==> src/rtl/sprite_slot_pkg.sv <==
// Shared definitions for the sprite slot loader: command opcodes, slot
// register map and control-register bit positions.
package sprite_slot_pkg;

    typedef enum logic [1:0] {
        OP_LOAD       = 2'd0,
        OP_SET_POS    = 2'd1,
        OP_SET_SEL    = 2'd2,
        OP_SET_BYPASS = 2'd3
    } op_e;

    // addr[13] selects the register file instead of sprite RAM
    localparam int REG_SEL_BIT = 13;

    localparam logic [1:0] REG_BYPASS = 2'd0;
    localparam logic [1:0] REG_X0     = 2'd1;
    localparam logic [1:0] REG_Y0     = 2'd2;
    localparam logic [1:0] REG_SEL    = 2'd3;

    localparam int SEL_BIT    = 1;
    localparam int BYPASS_BIT = 0;

    // Slot address of a control register
    function automatic logic [13:0] reg_addr(input logic [1:0] off);
        logic [13:0] a;
        a = {12'd0, off};
        a[REG_SEL_BIT] = 1'b1;
        return a;
    endfunction

endpackage

==> src/rtl/sprite_slot_loader.sv <==
// Slot-bus initiator: streams a sprite bitmap from a synchronous ROM into
// sprite RAM and writes the sprite control registers on command.
import sprite_slot_pkg::*;

module sprite_slot_loader #(
    parameter int ADDR_WIDTH = 11,
    parameter int PIX_W      = 3,
    parameter int SRC_AW     = 13,
    parameter int GATE_BLANK = 1
) (
    input  logic                  clk,
    input  logic                  reset,
    input  logic                  cmd_valid,
    output logic                  cmd_ready,
    input  logic [1:0]            cmd_op,
    input  logic [SRC_AW-1:0]     cmd_src_base,
    input  logic [ADDR_WIDTH:0]   cmd_len,
    input  logic [10:0]           cmd_x0,
    input  logic [10:0]           cmd_y0,
    input  logic                  cmd_flag,
    input  logic                  vblank,
    output logic [SRC_AW-1:0]     rom_addr,
    input  logic [PIX_W-1:0]      rom_data,
    output logic                  cs,
    output logic                  write,
    output logic [13:0]           addr,
    output logic [31:0]           wr_data,
    output logic                  busy,
    output logic                  done,
    output logic                  err
);

    typedef enum logic [2:0] {
        IDLE     = 3'd0,
        LD_RUN   = 3'd1,
        LD_DRAIN = 3'd2,
        POS_WAIT = 3'd3,
        POS_X    = 3'd4,
        POS_Y    = 3'd5,
        REG_WR   = 3'd6,
        FIN      = 3'd7
    } state_e;

    // Largest legal bitmap: a full sprite RAM
    localparam logic [ADDR_WIDTH:0] MAX_LEN = {1'b1, {ADDR_WIDTH{1'b0}}};

    state_e                 state_r;
    logic                   rd_v_r;      // a ROM read is presented this cycle
    logic [ADDR_WIDTH:0]    cnt_r;       // index of the pixel being read
    logic [ADDR_WIDTH:0]    len_r;
    logic [10:0]            x0_r;
    logic [10:0]            y0_r;
    logic                   p1_v_r;      // ROM data for pixel p1_idx_r is on rom_data
    logic [ADDR_WIDTH-1:0]  p1_idx_r;
    logic [ADDR_WIDTH:0]    cnt_next_s;
    logic                   len_bad_s;
    logic                   gate_s;

    assign cnt_next_s = cnt_r + {{ADDR_WIDTH{1'b0}}, 1'b1};
    assign len_bad_s  = (cmd_len == {(ADDR_WIDTH+1){1'b0}}) || (cmd_len > MAX_LEN);
    assign gate_s     = (GATE_BLANK != 0) && !vblank;

    // Align the RAM index with the ROM's one-cycle read latency
    always_ff @(posedge clk) begin
        if (reset) begin
            p1_v_r   <= 1'b0;
            p1_idx_r <= {ADDR_WIDTH{1'b0}};
        end else begin
            p1_v_r   <= rd_v_r;
            p1_idx_r <= cnt_r[ADDR_WIDTH-1:0];
        end
    end

    // Command FSM with registered slot-bus, ROM address and status outputs
    always_ff @(posedge clk) begin
        if (reset) begin
            state_r   <= IDLE;
            cmd_ready <= 1'b1;
            busy      <= 1'b0;
            done      <= 1'b0;
            err       <= 1'b0;
            cs        <= 1'b0;
            write     <= 1'b0;
            addr      <= 14'd0;
            wr_data   <= 32'd0;
            rom_addr  <= {SRC_AW{1'b0}};
            rd_v_r    <= 1'b0;
            cnt_r     <= {(ADDR_WIDTH+1){1'b0}};
            len_r     <= {(ADDR_WIDTH+1){1'b0}};
            x0_r      <= 11'd0;
            y0_r      <= 11'd0;
        end else begin
            // Strobes and pulses are single-cycle unless re-asserted below
            done    <= 1'b0;
            err     <= 1'b0;
            cs      <= 1'b0;
            write   <= 1'b0;
            addr    <= 14'd0;
            wr_data <= 32'd0;

            // Pixel writes trail the reads by two cycles during a load
            if ((state_r == LD_RUN || state_r == LD_DRAIN) && p1_v_r) begin
                cs      <= 1'b1;
                write   <= 1'b1;
                addr    <= 14'(p1_idx_r);
                wr_data <= 32'(rom_data);
            end

            case (state_r)
                IDLE: begin
                    if (cmd_valid) begin
                        cmd_ready <= 1'b0;
                        busy      <= 1'b1;
                        case (op_e'(cmd_op))
                            OP_LOAD: begin
                                if (len_bad_s) begin
                                    err     <= 1'b1;
                                    state_r <= FIN;
                                end else begin
                                    rom_addr <= cmd_src_base;
                                    cnt_r    <= {(ADDR_WIDTH+1){1'b0}};
                                    len_r    <= cmd_len;
                                    rd_v_r   <= 1'b1;
                                    state_r  <= LD_RUN;
                                end
                            end
                            OP_SET_POS: begin
                                x0_r <= cmd_x0;
                                y0_r <= cmd_y0;
                                if (gate_s) begin
                                    state_r <= POS_WAIT;
                                end else begin
                                    cs      <= 1'b1;
                                    write   <= 1'b1;
                                    addr    <= reg_addr(REG_X0);
                                    wr_data <= 32'(cmd_x0);
                                    state_r <= POS_X;
                                end
                            end
                            OP_SET_SEL: begin
                                cs      <= 1'b1;
                                write   <= 1'b1;
                                addr    <= reg_addr(REG_SEL);
                                wr_data <= 32'(cmd_flag) << SEL_BIT;
                                state_r <= REG_WR;
                            end
                            OP_SET_BYPASS: begin
                                cs      <= 1'b1;
                                write   <= 1'b1;
                                addr    <= reg_addr(REG_BYPASS);
                                wr_data <= 32'(cmd_flag) << BYPASS_BIT;
                                state_r <= REG_WR;
                            end
                            default: begin
                                state_r <= FIN;
                            end
                        endcase
                    end
                end
                LD_RUN: begin
                    if (cnt_next_s == len_r) begin
                        rd_v_r  <= 1'b0;
                        state_r <= LD_DRAIN;
                    end else begin
                        cnt_r    <= cnt_next_s;
                        rom_addr <= rom_addr + SRC_AW'(1);
                    end
                end
                LD_DRAIN: begin
                    if (!p1_v_r) begin
                        done    <= 1'b1;
                        state_r <= FIN;
                    end
                end
                POS_WAIT: begin
                    if (vblank) begin
                        cs      <= 1'b1;
                        write   <= 1'b1;
                        addr    <= reg_addr(REG_X0);
                        wr_data <= 32'(x0_r);
                        state_r <= POS_X;
                    end
                end
                POS_X: begin
                    // y0 follows x0 unconditionally so the pair is never split
                    cs      <= 1'b1;
                    write   <= 1'b1;
                    addr    <= reg_addr(REG_Y0);
                    wr_data <= 32'(y0_r);
                    state_r <= POS_Y;
                end
                POS_Y, REG_WR: begin
                    done    <= 1'b1;
                    state_r <= FIN;
                end
                FIN: begin
                    cmd_ready <= 1'b1;
                    busy      <= 1'b0;
                    state_r   <= IDLE;
                end
                default: begin
                    rd_v_r    <= 1'b0;
                    cmd_ready <= 1'b1;
                    busy      <= 1'b0;
                    state_r   <= IDLE;
                end
            endcase
        end
    end

endmodule

==> config.mk <==
export PLATFORM = sky130hd
export DESIGN_NAME = sprite_slot_loader
export DESIGN_NICKNAME = d
export VERILOG_FILES = /design/src/rtl/sprite_slot_pkg.sv /design/src/rtl/sprite_slot_loader.sv
export SDC_FILE = /design/constraint.sdc
export NUM_CORES = 1
export LEC_CHECK = 0
export BUFFER_PORTS_ARGS = -buffer_cell sky130_fd_sc_hd__buf_4
export CORE_ASPECT_RATIO = 1.75
export CORE_UTILIZATION = 40
export DETAILED_ROUTE_END_ITERATION = 8
export GPL_TIMING_DRIVEN = 0
export PLACE_DENSITY = 0.64
export SLEW_MARGIN = 10
export SYNTH_ARGS = -nofsm -noshare
export SYNTH_HDL_FRONTEND = slang
export SYNTH_SLANG_ARGS = --single-unit
==> constraint.sdc <==
create_clock -name clk -period 4.9 [get_ports clk]
set_clock_uncertainty 0.2 [all_clocks]
set_input_delay 0.245 -clock clk [delete_from_list [all_inputs] [get_ports clk]]
set_output_delay 0.245 -clock clk [all_outputs]
set_load 0.02 [all_outputs]
==> Yosys cells after proc, flatten, opt, wreduce, memory -nomap -nowiden <==
Cells that the tools add are included.
{ "word_totals": {"ff_bits": 126} }
{ "op_classes": {"n_addsub": 2, "order_cmp": 1, "n_eq_ne": 18, "n_mux": 46, "bitwise": 4, "n_reduce_logical": 17} }
{ "op_table": {"columns": ["op", "count"], "rows": [
  ["$pmux W32 S3", 2],
  ["$mux W32", 3],
  ["$pmux W14 S3", 2],
  ["$mux W13", 4],
  ["$mux W12", 4],
  ["$mux W14", 2],
  ["$pmux W13 S2", 1],
  ["$pmux W12 S2", 1],
  ["$mux W3", 7],
  ["$pmux W3 S7", 1],
  ["$add A13 B1 Y13 const B", 1],
  ["$add A12 B1 Y12 const B", 1],
  ["$eq A12 B12 Y1", 1],
  ["$eq A3 B3 Y1 const B", 4],
  ["$gt A12 B12 Y1 const B", 1],
  ["$logic_not A12 Y1", 1],
  ["$mux W1", 11],
  ["$mux W11", 1],
  ["$ne A2 B2 Y1 const B", 5],
  ["$pmux W1 S2", 5],
  ["$reduce_and A5 Y1", 2],
  ["$pmux W3 S3", 1],
  ["$reduce_and A4 Y1", 2],
  ["$eq A3 B2 Y1 const B", 2],
  ["15 further kinds", 23]
]} }

==> Logic depth before layout (Yosys ltp) <==
Gate-level depths: netlist of run 1.
{ "logic_depth": {"depth_word": 8, "mapped_depth": 9} }

==> Least setup slack after synthesis of run 1 <==
No wires, ideal clock.
{ "synth_path": {"kind": "reg2reg", "start": "register cnt_r[0]", "end": "register rom_addr[6]", "setup_time_ps": 119, "t_arrival_ps": 2337, "path_slack_ps": 2244, "path_stages_with_launch": 10, "n_path_buf": 1, "synth_period_minus_slack_ps": 2656, "cell_sequence": "dfxtp_1 -> ha_1 -> or3b_1 -> a21o_1 -> a211oi_1 -> nand4bb_1 -> o21ai_4 -> nand2_2 -> buf_6 -> o221a_1"} }
{ "synth_between": {"elab_chain_cells": 4} }
{ "synth_rtl": {"columns": ["item", "line", "rtl"], "rows": [
  ["start: declaration", "sprite_slot_loader.sv:49", "logic [ADDR_WIDTH:0] cnt_r;"],
  ["start signal: assignment", "sprite_slot_loader.sv:88", "cnt_r <= {(ADDR_WIDTH+1){1'b0}};"],
  ["start signal: assignment", "sprite_slot_loader.sv:121", "cnt_r <= {(ADDR_WIDTH+1){1'b0}};"],
  ["start signal: assignment", "sprite_slot_loader.sv:165", "cnt_r <= cnt_next_s;"],
  ["$add A12 B1 Y12", "sprite_slot_loader.sv:59", "assign cnt_next_s = cnt_r + {{ADDR_WIDTH{1'b0}}, 1'b1};"],
  ["$eq A12 B12 Y1", "sprite_slot_loader.sv:161", "if (cnt_next_s == len_r) begin"],
  ["$ne A2 B2 Y1 (no source line)", null, null],
  ["$reduce_and A5 Y1 (no source line)", null, null],
  ["end signal: assignment", "sprite_slot_loader.sv:86", "rom_addr <= {SRC_AW{1'b0}};"],
  ["end signal: assignment", "sprite_slot_loader.sv:120", "rom_addr <= cmd_src_base;"],
  ["end signal: assignment", "sprite_slot_loader.sv:166", "rom_addr <= rom_addr + SRC_AW'(1);"],
  ["end: declaration", "sprite_slot_loader.sv:22", "output logic [SRC_AW-1:0] rom_addr,"]
]} }
No other way between the ends.
A chain may end at the register's enable or synchronous reset.

==> Worst setup path after layout of run 1 <==
Same ends and word-level chain as after synthesis.

==> out/metrics.yaml, run 1 <==
status: "finished clean"
crit_arrival_ns: 3.26
wl_um: 15300
ys_ff_latch: 103
initial_utilization_pct: 41.4
io_buffers: 94
cts_buffer_depth: 2
fin_setup_tns_ns: 0
drv_slew: 0
vias_per_cell: 5.32
overflow: 0
critPathLaunchType: "flop"
die_h_um: 150
min_period_ns: 3.22
seqCellArea_um2: 2060
final_cell_area_um2: 6710
ys_top_cells_by_area: "dfxtp_1 (41%), nand2_1 (8.0%), a21oi_1 (7.4%)"
rows: 53
crit_required_ns: 4.94
post_cts_buffers: 0
power_switching_mw: 0.918
use_met2_pct: 47.9
clkTransAtPathRegs_ns: 0.07
gr-usage-met1_pct: 23.0
ios: 122
drt-initial-drc-count: 215
cts.sinks: 103
multiInputGateArea_um2: 2630
grt_max_degree: 20
whs_ns: 0.0459
final_cell_mix: "buf_4 (121), nand2_1 (107), dfxtp_1 (103)"
hold_path_class: "in2reg"
post-dp-hpwl_um: 11700
htree_levels: 3
fin_crit_sh_pct: 65.7
syn2layout_area_growth_pct: 33.6
hold_start: "cmd_src_base[10]"
worst-r2r-cell-count: 9
synthDistinctLibCells: 77
synthCells: 625
dieWidth_um: 86.7
p_int_mw: 1.66
drive_gt1_share_pct: 21.0
vdd_drop_max_mv: 0.186
grt.busiest_layer: "met2"
grt_pass1_vias: 4937
final_common_cell: "buf_4"
cp-end-kind: "flop"
worstPathMaxFanout: 10
synth_top_area_share_pct: 41.1
ys_warn_count: 0
reg2reg_to: "rom_addr[6]$_SDFFE_PP0P_"
pwr-share-comb_pct: 32.2
power_mw: 2.58
drt_drc_violations_left: 0
synth_edf_count: 0
fillers: 1137
regToRegSetupSlack_ns: 1.68
maxCapViolCount: 0
gp_congestion: 0.906
vias: 5105
wl_per_cell_um: 16.0
async_reset_ff_share_pct: 0
dr.pass1.iters: 6
sw_frac_of_total_pct: 35.6
holdPathStages: 3
cts_buffers: 9
slew_headroom_pct: 15.9
hold_path_end: "rom_addr[10]$_SDFFE_PP0P_"
tightestPinTransition_ns: 1.25
antenna_found_initial: 0
r2r_start: "cnt_r[0]$_SDFFE_PP0P_"
rsz0062_at_grt: "no"
seqPwrFrac_pct: 38.8
synth_area_um2: 5020
global_route.usage.met3_pct: 3.13
p_leak_nw: 2.68
grtUsageTotal_pct: 24.2
synth_area_leader_cell: "dfxtp_1"
fin_util_pct: 55.3
hold_viol_final: 0
ant_nets: 0
synth.avg_cell_area_um2: 8.04
cts-root-buf: "clkbuf_16"
fmax_ghz: 0.311
insertedDiodeCount: 0
fin_cells: 960
layout_setup_ws_ns: 1.68
cellPowerDensity_nw_per_um2: 384
place_area_um2: 6020
seq_area_frac_synth_pct: 41.1
dp_slack_ns: 1.71
grt_first_pass_wirelength_um: 24000
nets: 850
clock_latency_ns: 0.35
finalSetupViolations: 0
cts_tree: "yes"
critical_path_class: "reg2reg"
ys.flop_type: "dfxtp_1"
dieArea_um2: 13000
dp_cells: 906
ctsResizeCount: 0
coreArea_um2: 12100
pwr-share-clk_pct: 29.0
==> area by class of cell <==
cell class | count | area share [%]
multi-input cells | 468 | 39.2
clock inverters | 7 | 1.27
clock buffers | 9 | 3.36
flip-flops and latches | 103 | 30.7
repair buffers | 132 | 16.2
inverters | 12 | 0.672
well taps | 165 | 3.08
plain buffers | 64 | 5.54
==> flip-flops by register name, indices dropped and copies added, names as in the netlist, 3 cells and up <==
| signal | count |
|---|---|
| addr | 12 |
| state_r | 3 |
| wr_data | 11 |
| len_r | 12 |
| cnt_r | 12 |
| x0_r | 11 |
| p1_idx_r | 11 |
| y0_r | 11 |
| rom_addr | 13 |
==> worst max-delay path by stage <==
stage                          start                       end  slack, ns  cells after the start
2_1_floorplan  cnt_r[0]$_SDFFE_PP0P_  rom_addr[6]$_SDFFE_PP0P_       2.24                      9
3_3_place_gp   cnt_r[0]$_SDFFE_PP0P_  rom_addr[6]$_SDFFE_PP0P_       1.74                      9
3_5_place_dp   cnt_r[0]$_SDFFE_PP0P_  rom_addr[6]$_SDFFE_PP0P_       1.71                      9
4_1_cts        cnt_r[0]$_SDFFE_PP0P_  rom_addr[6]$_SDFFE_PP0P_       1.71                      9
5_1_grt        cnt_r[0]$_SDFFE_PP0P_  rom_addr[6]$_SDFFE_PP0P_       1.57                      9
6_report       cnt_r[0]$_SDFFE_PP0P_  rom_addr[6]$_SDFFE_PP0P_       1.68                      9
==> logic make-up after synthesis <==
| logic type | count (synthesis) | share of synthesized area (%) |
|---|---|---|
| mux | 2 | 0.399 |
| compound gates | 163 | 20.5 |
| flops | 103 | 41.1 |
| simple gates | 262 | 26.3 |
| other cells | 1 | 0.0747 |
| buf+inv | 76 | 8.30 |
| fa+ha+maj | 3 | 0.747 |
| xor+xnor | 15 | 2.62 |
==> worst max-delay path, stage by stage, from the launching register on <==
cell and delay [ns]:
dfxtp_1 0.52, ha_1 0.37, or3b_1 0.38, a21o_1 0.18
a211oi_1 0.35, nand4bb_1 0.24, o21ai_4 0.35, nand2_2 0.12
buf_6 0.18, o221a_1 0.23
==> layer usage <==
layer  vias up  routed length [um]
met5         -                   0
met4         0                 713
met3        59                 665
met2       217                8600
met1      2348                5360
li1       2481                   -
==> power groups by stage <==
stage	registers, mW	clock network [mW]	logic, mW
after floorplan	1.06	0	0.474
after global placement	1.02	0	0.792
after detailed placement	1.02	0	0.801
after CTS	0.999	0.757	0.827
after global routing	1.01	0.794	0.897
final	1.00	0.747	0.830
==> synthesized netlist by cell type, types with 12 or more instances <==
library cell and instances:
nand2_1 107, a21oi_1 74, dfxtp_1 103, and2_1 13, buf_4 27, o21ai_0 33
nor2_1 31, nand3_1 18, nor3_1 21, nor2b_1 14, clkbuf_1 26, inv_1 12
==> repair_timing <==
action	in CTS	in global routing
hold buffers	38	0
hold endpoints to repair	38	0
endpoints found under the setup margin	0	0
(Power assumes the default switching activity.)
==> run 2: changes to the inputs <==
- clock period: 4.9 -> 3.3 ns (I/O delays scaled with it)
==> out/metrics.yaml, run 2 (synthesized netlist as in run 1, its figures left out) <==
vias: 5162  # +1.1%
worst-r2r-cell-count: 9  # unchanged
cp.depth: 9  # unchanged
worstPathMaxFanout: 10  # unchanged
cts.sinks: 103  # unchanged
syn2layout_area_growth_pct: 35.5
vdd_drop_max_mv: 0.278  # +49%
grt_pass1_vias: 4975  # +0.77%
regToRegSetupSlack_ns: 0.16  # -1.52 ns
grt_max_degree: 20  # unchanged
initial_utilization_pct: 41.4  # unchanged
grt_first_pass_wirelength_um: 24000  # +0.20%
fin_crit_sh_pct: 95.3  # +30 points
slew_headroom_pct: 46.1  # +30 points
wl_per_cell_um: 15.9  # -0.57%
largest_register_ffs: 13  # unchanged
min_period_ns: 3.14  # -0.0760 ns
crit_required_ns: 3.34  # -1.60 ns
ios: 122  # unchanged
drt_drc_violations_left: 0  # unchanged
fillers: 1137  # unchanged
cp_cell_sequence: "ha_1 -> or3b_1 -> a21o_1 -> a211oi_1 -> nand4bb_1 -> o21ai_4 -> nand2_2 -> buf_6 -> o221a_1"
critPathCapture: "rom_addr[6]$_SDFFE_PP0P_"
die_h_um: 150  # unchanged
crit_arrival_ns: 3.19  # -0.07 ns
hold_path_class: "in2reg"
p_leak_nw: 2.72  # +1.8%
largest_register: "rom_addr"
r2r_start: "cnt_r[0]$_SDFFE_PP0P_"
reg2reg_to: "rom_addr[6]$_SDFFE_PP0P_"
clkTransAtPathRegs_ns: 0.08  # about the same
cellPowerDensity_nw_per_um2: 568  # +48%
maxCapViolCount: 0  # unchanged
htree_levels: 3  # unchanged
antenna_found_initial: 0  # unchanged
rsz0062_at_grt: "no"
fin_cells: 970  # +1.0%
vias_per_cell: 5.32  # about the same
drive_gt1_share_pct: 21.4  # +0.36 points
cts_buffer_depth: 2  # unchanged
dieWidth_um: 86.7  # unchanged
final_cell_mix: "buf_4 (125), nand2_1 (107), dfxtp_1 (103)"
grtUsageTotal_pct: 24.2  # +0.072 points
final_common_cell: "buf_4"
cp_slowest_cell: "dfxtp_1"
dieArea_um2: 13000  # unchanged
whs_ns: 0.000489  # -0.0454 ns
critical_path_class: "reg2reg"
multiInputGateArea_um2: 2630  # +0.19%
overflow: 0  # unchanged
cp-end-kind: "flop"
insertedDiodeCount: 0  # unchanged
coreArea_um2: 12100  # unchanged
dr.pass1.iters: 5  # -1
ant_nets: 0  # unchanged
gp_congestion: 0.906  # unchanged
wl_um: 15400  # +0.46%
dp_cells: 906  # unchanged
drv_slew: 0  # unchanged
nets: 860  # +1.2%
cts_buffers: 9  # unchanged
critPathLaunchType: "flop"
hold_viol_final: 0  # unchanged
fmax_ghz: 0.318  # +2.4%
cp.buffers_inverters: 1  # unchanged
drt-initial-drc-count: 217  # +0.93%
seqCellArea_um2: 2060  # unchanged
clock_latency_ns: 0.35  # about the same
cts_tree: "yes"
crit_family: "compound AO/OA/AOI/OAI gates"
status: "finished clean"
cts-root-buf: "clkbuf_16"
finalSetupViolations: 0  # unchanged
io_buffers: 94  # unchanged
rows: 53  # unchanged
tightestPinTransition_ns: 0.803  # -0.450 ns
worst_path_largest_cell_delay_ns: 0.50  # -0.02 ns
startpoint: "cnt_r[0]$_SDFFE_PP0P_"
fin_setup_tns_ns: 0  # unchanged
post-dp-hpwl_um: 11700  # unchanged
-- run 2: changes by cell type in the layout (fill, tap and decap cells not counted) --
cell	change
buf_4	+4
dlygate4sd3_1	+6
nor3_1	-1
nor3_2	+1
-- run 2: how the worst min path moves through the flow --
stage / from / to / slack, ns / cells past startpoint
3_5_place_dp: rom_data[1] / wr_data[1]$_SDFF_PP0_ / 0.17 / 3
3_3_place_gp: rom_data[0] / wr_data[0]$_SDFF_PP0_ / 0.17 / 3
4_1_cts: cmd_src_base[0] / rom_addr[0]$_SDFFE_PP0P_ / 0.004 / 3
5_1_grt: cmd_src_base[0] / rom_addr[0]$_SDFFE_PP0P_ / 0.04 / 3
6_report: cmd_src_base[0] / rom_addr[0]$_SDFFE_PP0P_ / 0.0005 / 3
2_1_floorplan: rom_data[0] / wr_data[0]$_SDFF_PP0_ / 0.07 / 2
-- run 2: timing repair --
action / 4_1_cts / 5_1_grt
setup endpoints to repair: 0 / 5
gates resized for setup: 0 / 1
hold endpoints to repair: 50 / 0
setup buffers: 0 / 4
hold buffers: 44 / 0
-- run 2: per-stage QoR --
| stage | power (mW) | setup WS, ns | util [%] | instance area (um^2) |
|---|---|---|---|---|
| 3_3_place_gp | 2.68 | 0.141 | 49.6 | 6020 |
| 4_1_cts | 3.84 | 0.102 | 55.8 | 6770 |
| 6_report | 3.87 | 0.156 | 56.1 | 6800 |
| 5_1_grt | 4.06 | 0.0443 | 56.1 | 6800 |
| 3_5_place_dp | 2.70 | 0.115 | 49.6 | 6020 |
| 2_1_floorplan | 2.27 | 0.644 | - | 5100 |
-- run 2: layout make-up --
cell class                      instances  area share [%]
Sequential cell                       103            30.3
Clock buffer                            9            3.31
Multi-Input combinational cell        468            38.7
Tap cell                              165            3.03
Inverter                               12           0.662
Clock inverter                          7            1.25
Buffer                                 64            5.46
Timing Repair Buffer                  142            17.3
-- run 2: worst min-delay path, stage by stage --
cell,delay [ns]
buf_4,0.11
a21oi_1,0.14
a221oi_2,0.08
-- run 2: power breakdown --
group | internal, mW | switching (mW) | total, mW
registers | 1.37 | 0.121 | 1.49
logic | 0.525 | 0.746 | 1.27
clock network | 0.605 | 0.506 | 1.11
-- run 2: per-layer routing --
metal  GRT usage (%)  vias to the layer above  wire, um
li1                -                     2504         -
met1            22.9                     2409      5420
met2            48.0                      199      8710
met3            3.73                       50       633
met4            13.5                        0       650
met5               0                        -         0
